**src/rtl/pulse_bcd_counter.sv**
```systemverilog
// Four-digit BCD event counter with run gate, clear, lap-hold latch and wrap reporting.
// Define SEG7_EN to add the multiplexed active-low 7-segment driver (seg/anode).
module pulse_bcd_counter #(
  parameter int SCAN_DIV = 16
) (
  input  logic        tick,
  input  logic        resetN,
  input  logic        reached,
  input  logic        runCounter,
  input  logic        clear,
  input  logic        holdLap,
  output logic [15:0] bcdOut,
  output logic [15:0] liveOut,
  output logic        carryPulse,
  output logic        overflow
`ifdef SEG7_EN
  ,
  output logic [6:0]  seg,
  output logic [3:0]  anode
`endif
);

  if (SCAN_DIV < 2 || SCAN_DIV > 65535) begin : g_bad_scan_div
    $error("SCAN_DIV must be in 2..65535");
  end

  typedef enum logic {LIVE = 1'b0, HELD = 1'b1} hold_state_t;

  logic [15:0] count_reg;
  logic [15:0] count_next;
  logic [15:0] hold_reg;
  logic        reached_prev_reg;
  logic        hold_prev_reg;
  logic        carry_pulse_reg;
  logic        overflow_reg;
  hold_state_t state_reg;

  logic        count_event;
  logic        lap_edge;
  logic [4:0]  carry_chain;

  assign count_event    = reached & ~reached_prev_reg & runCounter;
  assign lap_edge       = holdLap & ~hold_prev_reg;
  assign carry_chain[0] = count_event;

  // Per-digit BCD ripple; carry_chain[4] marks the 9999 -> 0000 wrap.
  for (genvar gi = 0; gi < 4; gi++) begin : g_digit
    logic digit_at_nine;
    assign digit_at_nine = (count_reg[gi*4 +: 4] == 4'd9);
    assign count_next[gi*4 +: 4] = !carry_chain[gi] ? count_reg[gi*4 +: 4] :
                                   digit_at_nine    ? 4'd0 :
                                                      4'(count_reg[gi*4 +: 4] + 4'd1);
    assign carry_chain[gi+1] = carry_chain[gi] & digit_at_nine;
  end

  always_ff @(posedge tick or negedge resetN) begin
    if (!resetN) begin
      count_reg        <= 16'h0000;
      hold_reg         <= 16'h0000;
      reached_prev_reg <= 1'b1;
      hold_prev_reg    <= 1'b1;
      carry_pulse_reg  <= 1'b0;
      overflow_reg     <= 1'b0;
      state_reg        <= LIVE;
    end else begin
      reached_prev_reg <= reached;
      hold_prev_reg    <= holdLap;
      carry_pulse_reg  <= 1'b0;
      if (clear) begin
        count_reg    <= 16'h0000;
        overflow_reg <= 1'b0;
        state_reg    <= LIVE;
      end else begin
        count_reg <= count_next;
        if (carry_chain[4]) begin
          carry_pulse_reg <= 1'b1;
          overflow_reg    <= 1'b1;
        end
        // Capture uses count_reg, so a same-tick count event is not included.
        case (state_reg)
          LIVE: if (lap_edge) begin
            hold_reg  <= count_reg;
            state_reg <= HELD;
          end
          HELD: if (lap_edge) state_reg <= LIVE;
          default: state_reg <= LIVE;
        endcase
      end
    end
  end

  assign liveOut    = count_reg;
  assign bcdOut     = (state_reg == HELD) ? hold_reg : count_reg;
  assign carryPulse = carry_pulse_reg;
  assign overflow   = overflow_reg;

`ifdef SEG7_EN
  logic [15:0] scan_cnt_reg;
  logic [1:0]  digit_idx_reg;
  logic [1:0]  digit_idx_next;
  logic        scan_last;
  logic [6:0]  seg_reg;
  logic [3:0]  anode_reg;

  function automatic logic [6:0] seg_decode(input logic [3:0] digit);
    case (digit)
      4'd0:    seg_decode = 7'b1000000;
      4'd1:    seg_decode = 7'b1111001;
      4'd2:    seg_decode = 7'b0100100;
      4'd3:    seg_decode = 7'b0110000;
      4'd4:    seg_decode = 7'b0011001;
      4'd5:    seg_decode = 7'b0010010;
      4'd6:    seg_decode = 7'b0000010;
      4'd7:    seg_decode = 7'b1111000;
      4'd8:    seg_decode = 7'b0000000;
      4'd9:    seg_decode = 7'b0010000;
      default: seg_decode = 7'b1111111;
    endcase
  endfunction

  assign scan_last      = (scan_cnt_reg == 16'(SCAN_DIV - 1));
  assign digit_idx_next = scan_last ? 2'(digit_idx_reg + 2'd1) : digit_idx_reg;

  // anode and seg both register from digit_idx_next so they switch on the same edge.
  always_ff @(posedge tick or negedge resetN) begin
    if (!resetN) begin
      scan_cnt_reg  <= 16'd0;
      digit_idx_reg <= 2'd0;
      anode_reg     <= 4'b1110;
      seg_reg       <= 7'b1000000;
    end else begin
      scan_cnt_reg  <= scan_last ? 16'd0 : 16'(scan_cnt_reg + 16'd1);
      digit_idx_reg <= digit_idx_next;
      anode_reg     <= ~(4'b0001 << digit_idx_next);
      seg_reg       <= seg_decode(bcdOut[digit_idx_next*4 +: 4]);
    end
  end

  assign seg   = seg_reg;
  assign anode = anode_reg;
`endif

endmodule

```
**config.mk**
```make
export PLATFORM = sky130hd
export DESIGN_NAME = pulse_bcd_counter
export DESIGN_NICKNAME = d
export VERILOG_FILES = /design/src/rtl/pulse_bcd_counter.sv
export SDC_FILE = /design/constraint.sdc
export NUM_CORES = 1
export LEC_CHECK = 0
export ABC_AREA = 0
export BUFFER_PORTS_ARGS = -buffer_cell sky130_fd_sc_hd__buf_2
export CORE_ASPECT_RATIO = 1.75
export CORE_UTILIZATION = 45
export DETAILED_ROUTE_END_ITERATION = 6
export PLACE_DENSITY = 0.67
export RECOVER_POWER = 50
export SYNTH_ARGS = -nofsm -noshare
export SYNTH_HDL_FRONTEND = slang
export SYNTH_SLANG_ARGS = --single-unit
```
**constraint.sdc**
```tcl
create_clock -name tick -period 3.95 [get_ports tick]
set_clock_uncertainty 0.1 [all_clocks]
set_input_delay 0.1975 -clock tick [delete_from_list [all_inputs] [get_ports tick]]
set_output_delay 0.1975 -clock tick [all_outputs]
set_load 0.02 [all_outputs]
```
# After elaboration in Yosys (flattened, before gate mapping)
# Index checks and enable logic that the tools add are counted.
dict set report classes {
  add_sub_neg 4
  multipliers 0
  n_div 0
  order_cmp 0
  n_eq_ne 4
  n_shift 0
  muxes 18
  bitwise_logic 11
  reduce_logical 6
}
# cell n
set ops {}
lappend ops {{two-way mux 16 bit} 2}
lappend ops {{two-way mux 4 bit} 8}
lappend ops {{adder 4 x 1 -> 4 bit, second input constant} 4}
lappend ops {{equality test 4 bit, second input constant} 4}
lappend ops {{nonzero test 2 bit} 5}
lappend ops {{bitwise AND 1 bit} 7}
lappend ops {{two-way mux 1 bit} 7}
lappend ops {{NOT 1 bit} 4}
lappend ops {{AND reduction 3 bit} 1}
lappend ops {{one-hot mux 1 bit (2 select lines)} 1}
dict set report word_totals {
  regBits 37
  latch_bits 0
  ramBits 0
  mem_bits_ro 0
  input_bits 6
  out_inout_bits 34
  word_cells 53
  mem_count 0
}

# Depth between registers and ports, before layout
dict set report logic_depth {
  ltp_word 9
  ltp_mapped 7
  mapped_depth_nobuf 6
}

# Least setup slack after synthesis
# OpenSTA, ideal clock, no wires.
dict set report synth_timing {
  path_kind {register -> register}
  from {reg count_reg[4] (netlist: liveOut[4])}
  to {reg count_reg[15] (netlist: liveOut[15])}
  setup_ps 77
  t_arrival_ps 1602
  t_required_ps 3773
  path_slack_ps 2170
  path_stages_with_launch 7
  path_buffers 1
  period_less_slack_ps 1780
  cell_sequence {dfrtp_1 -> ha_1 -> and3b_1 -> buf_6 -> nand4_4 -> or3_1 -> a21oi_1}
}
dict set report synth_via {
  elab_chain_len 4
}
# item line
set synth_lines {}
lappend synth_lines {{from (decl)} 29} ;# logic [15:0] count_reg;
lappend synth_lines {{from (signal assigned)} 74} ;# count_reg <= count_next;
lappend synth_lines {{equality test 4 bit} 49} ;# assign digit_at_nine = (count_reg[gi*4 +: 4] == 4'd9);
lappend synth_lines {{bitwise AND 1 bit (2 in series)} 53} ;# assign carry_chain[gi+1] = carry_chain[gi] & digit_at_nine;
lappend synth_lines {{nonzero test 2 bit (no source line)} -}
# No other way between the ends.
# A chain may end at the register's enable or synchronous reset.

==> run metrics <==
Synth Cell Area=0.001967 mm2; status=finished, violations left; Final Cycle Share=0.5520; largest delay contributor family on the critical path=buffers and inverters; Final #Nets=230; Area growth syn-to-layout=14.31%; Initial Util=0.4739; Post-Route WL=between 3 and 4 mm; drt pass-1 iters=4; Clock Latency Late Sink=290 ps; cts hold-fix bufs=3; sequential share of the synthesized area=0.4720; drt drc=0; # rows=31; leakage=1.099 nW; Setup crit end kind=async pin; wire per inst=14.61 um; die area=0.004650 mm2; DR vias/cell=roughly 5.5; Slew Limit Fails=38; Synth Net Count=190; I/O pin count=40; crit path kind=input pin to async pin; required time of the critical path=roughly 3900 ps; RSZ-0062 raised after global routing=false; Avg Cell Area, Syn=11.18 um2; HPWL after DPL=2.718 mm; clock sink total=37; CTS Buffer Depth=2; die height=89.46 um; CTS buffer count=5; # fillers=400; Global Route Usage Sum=0.1901; antenna cell count=0; CTS tree=done; Gate Count Post-Synth=176; Hold Slack=225.3 ps; Starting DRT DRC Count=18; Final Hold Fails=0; pin count of the biggest net entering global routing=38; GPL Wtd Cong=~0.73; post-cts resize count=0; fin util=0.5418; Critical-path top delay cell=clkbuf_1; Post-Layout Inst Area=between 0.002 and 0.0025 mm2; area post-placement=~0.0022 mm2; CP Data Arrival Time=~2100 ps; share of layout cells above drive strength 1=0.2857; critical-path maximum fanout=37; crit-path cells=dlygate4sd3_1 > clkbuf_1; final-report setup violation count=0; Root Driver=clkbuf_8; vias in the first global route=1,411; Max-slew headroom=-0.2801; unique cell type count in the Yosys netlist=34; violated checks=capacitance limit, slew limit; Yosys warning count=0; initial antenna violation count=0; CORE AREA=0.004150 mm2; Period minus WS final=about 2200 ps; die width=approximately 52 um; first-pass GRT wire length=6.396 mm; power density over cell area=between 300 and 400 mW/mm2; FMAX=458.7 MHz; IO buf count=39; most common cell after layout, fill and taps aside=dfrtp_1; critical path's largest stage delay=1370 ps; most frequent cells in the layout=dfrtp_1, mux2_2, buf_2, clkbuf_1, nor2_1; via count=1,458; Max IR drop VDD=between 200 and 300 uV; Total Neg Setup Slack=0 ps; final antenna-violating net count=0; htree depth=2; Hold Path Class=input pin to register; CP Buf/Inv Count=2; Post-CTS Setup Bufs=0; Yosys reg bits=37; critical path launch point type=input pin; worst slew pin tran=1920 ps; Clk pin slew, worst setup/hold paths=70 ps; grt total ovfl=0; maxcap violations=1
## cell families (layout without fill, tap and decap cells)
group                    Yosys count  count (layout)  share of synthesized area
AND/OR/NAND/NOR                   60              60                     0.1877
flip-flops                        37              37                     0.4720
multiplexers                      30              30                     0.1698
AO/OA/AOI/OAI                     25              25                    0.06807
buffers and inverters             14              55                    0.04262
adder cells (fa/ha/maj)            8               8                    0.05089
XOR/XNOR                           2               2                   0.008907
## cells in the mapped netlist (all sizes together)
cell type | instances | area [um2]
nand3b | 2 | 15.01
nor2b | 2 | 12.51
clkbuf | 3 | 11.26
a311oi | 1 | 8.760
xnor2 | 1 | 8.760
nor2 | 15 | 56.30
mux2 | 27 | 304.0
or3 | 5 | 31.28
buf | 6 | 53.79
and2 | 1 | 6.260
mux2i | 3 | 30.03
and3b | 4 | 36.29
nand3 | 5 | 37.54
nor3b | 1 | 18.77
dfrtp | 35 | 875.8
inv | 5 | 18.77
nand4 | 4 | 55.05
nor4 | 4 | 25.02
a21boi | 1 | 7.510
o21ai | 9 | 45.04
and4 | 1 | 11.26
ha | 8 | 100.1
a21oi | 13 | 65.06
nand2 | 13 | 48.80
nor3 | 3 | 15.01
dfstp | 2 | 52.55
a21o | 1 | 7.510
xor2 | 1 | 8.760
## final timing paths
kind                             startpoint           to  slack (ps)  cells past startpoint
worst min-delay path                  clear   liveOut[2]         230                      2
worst max-delay path                 resetN    state_reg        1770                      2
min in group asynchronous            resetN  liveOut[13]         870                      2
max in group tick                 state_reg  hold_reg[7]        1860                      2
worst min register to register  hold_reg[6]  hold_reg[6]         410                      1
worst max register to register    state_reg  hold_reg[7]        1860                      2
## per-layer routing
layer / global-route usage / part of all wire / vias up
met1: 0.2128 / 0.40 / 724
met4: 0.09828 / 0.018 / 0
li1: - / - / 699
met2: 0.3240 / 0.54 / 29
met5: 0 / 0 / -
met3: 0.04932 / 0.039 / 6
## power breakdown
group,switching (mW),internal [mW],leakage (nW)
logic,0.0214,0.0144,0.546
clock network,0.136,0.122,0.0450
registers,0.00870,0.383,0.509
## through the flow
| stage | power (mW) | worst slack, ps | std cells |
|---|---|---|---|
| after floorplan | 0.4206 | 2170 | 176 |
| after global placement | 0.4340 | 1859 | 255 |
| after detailed placement | 0.4346 | 1821 | 255 |
| after CTS | 0.6931 | 1821 | 266 |
| after global routing | 0.7132 | 1293 | 266 |
| final | 0.6856 | 1770 | 266 |
## worst register-to-register path: cells and delay by family (launching register included)
family           cells  cell delay, ps
DFF                  1             680
muxes                1             420
and+or+nand+nor      1             780
## area by class of cell
class | count | area, um2 | share of cell area
inverter | 5 | 18.77 | 0.008347
clock buffer | 6 | 72.57 | 0.03228
tap | 49 | 61.31 | 0.02727
sequential | 37 | 928.4 | 0.4129
timing repair buffer | 42 | 202.7 | 0.09015
multi-input combinational | 125 | 954.7 | 0.4246
clock inverter | 2 | 10.01 | 0.004452
Power figures use the tool's default switching activity.
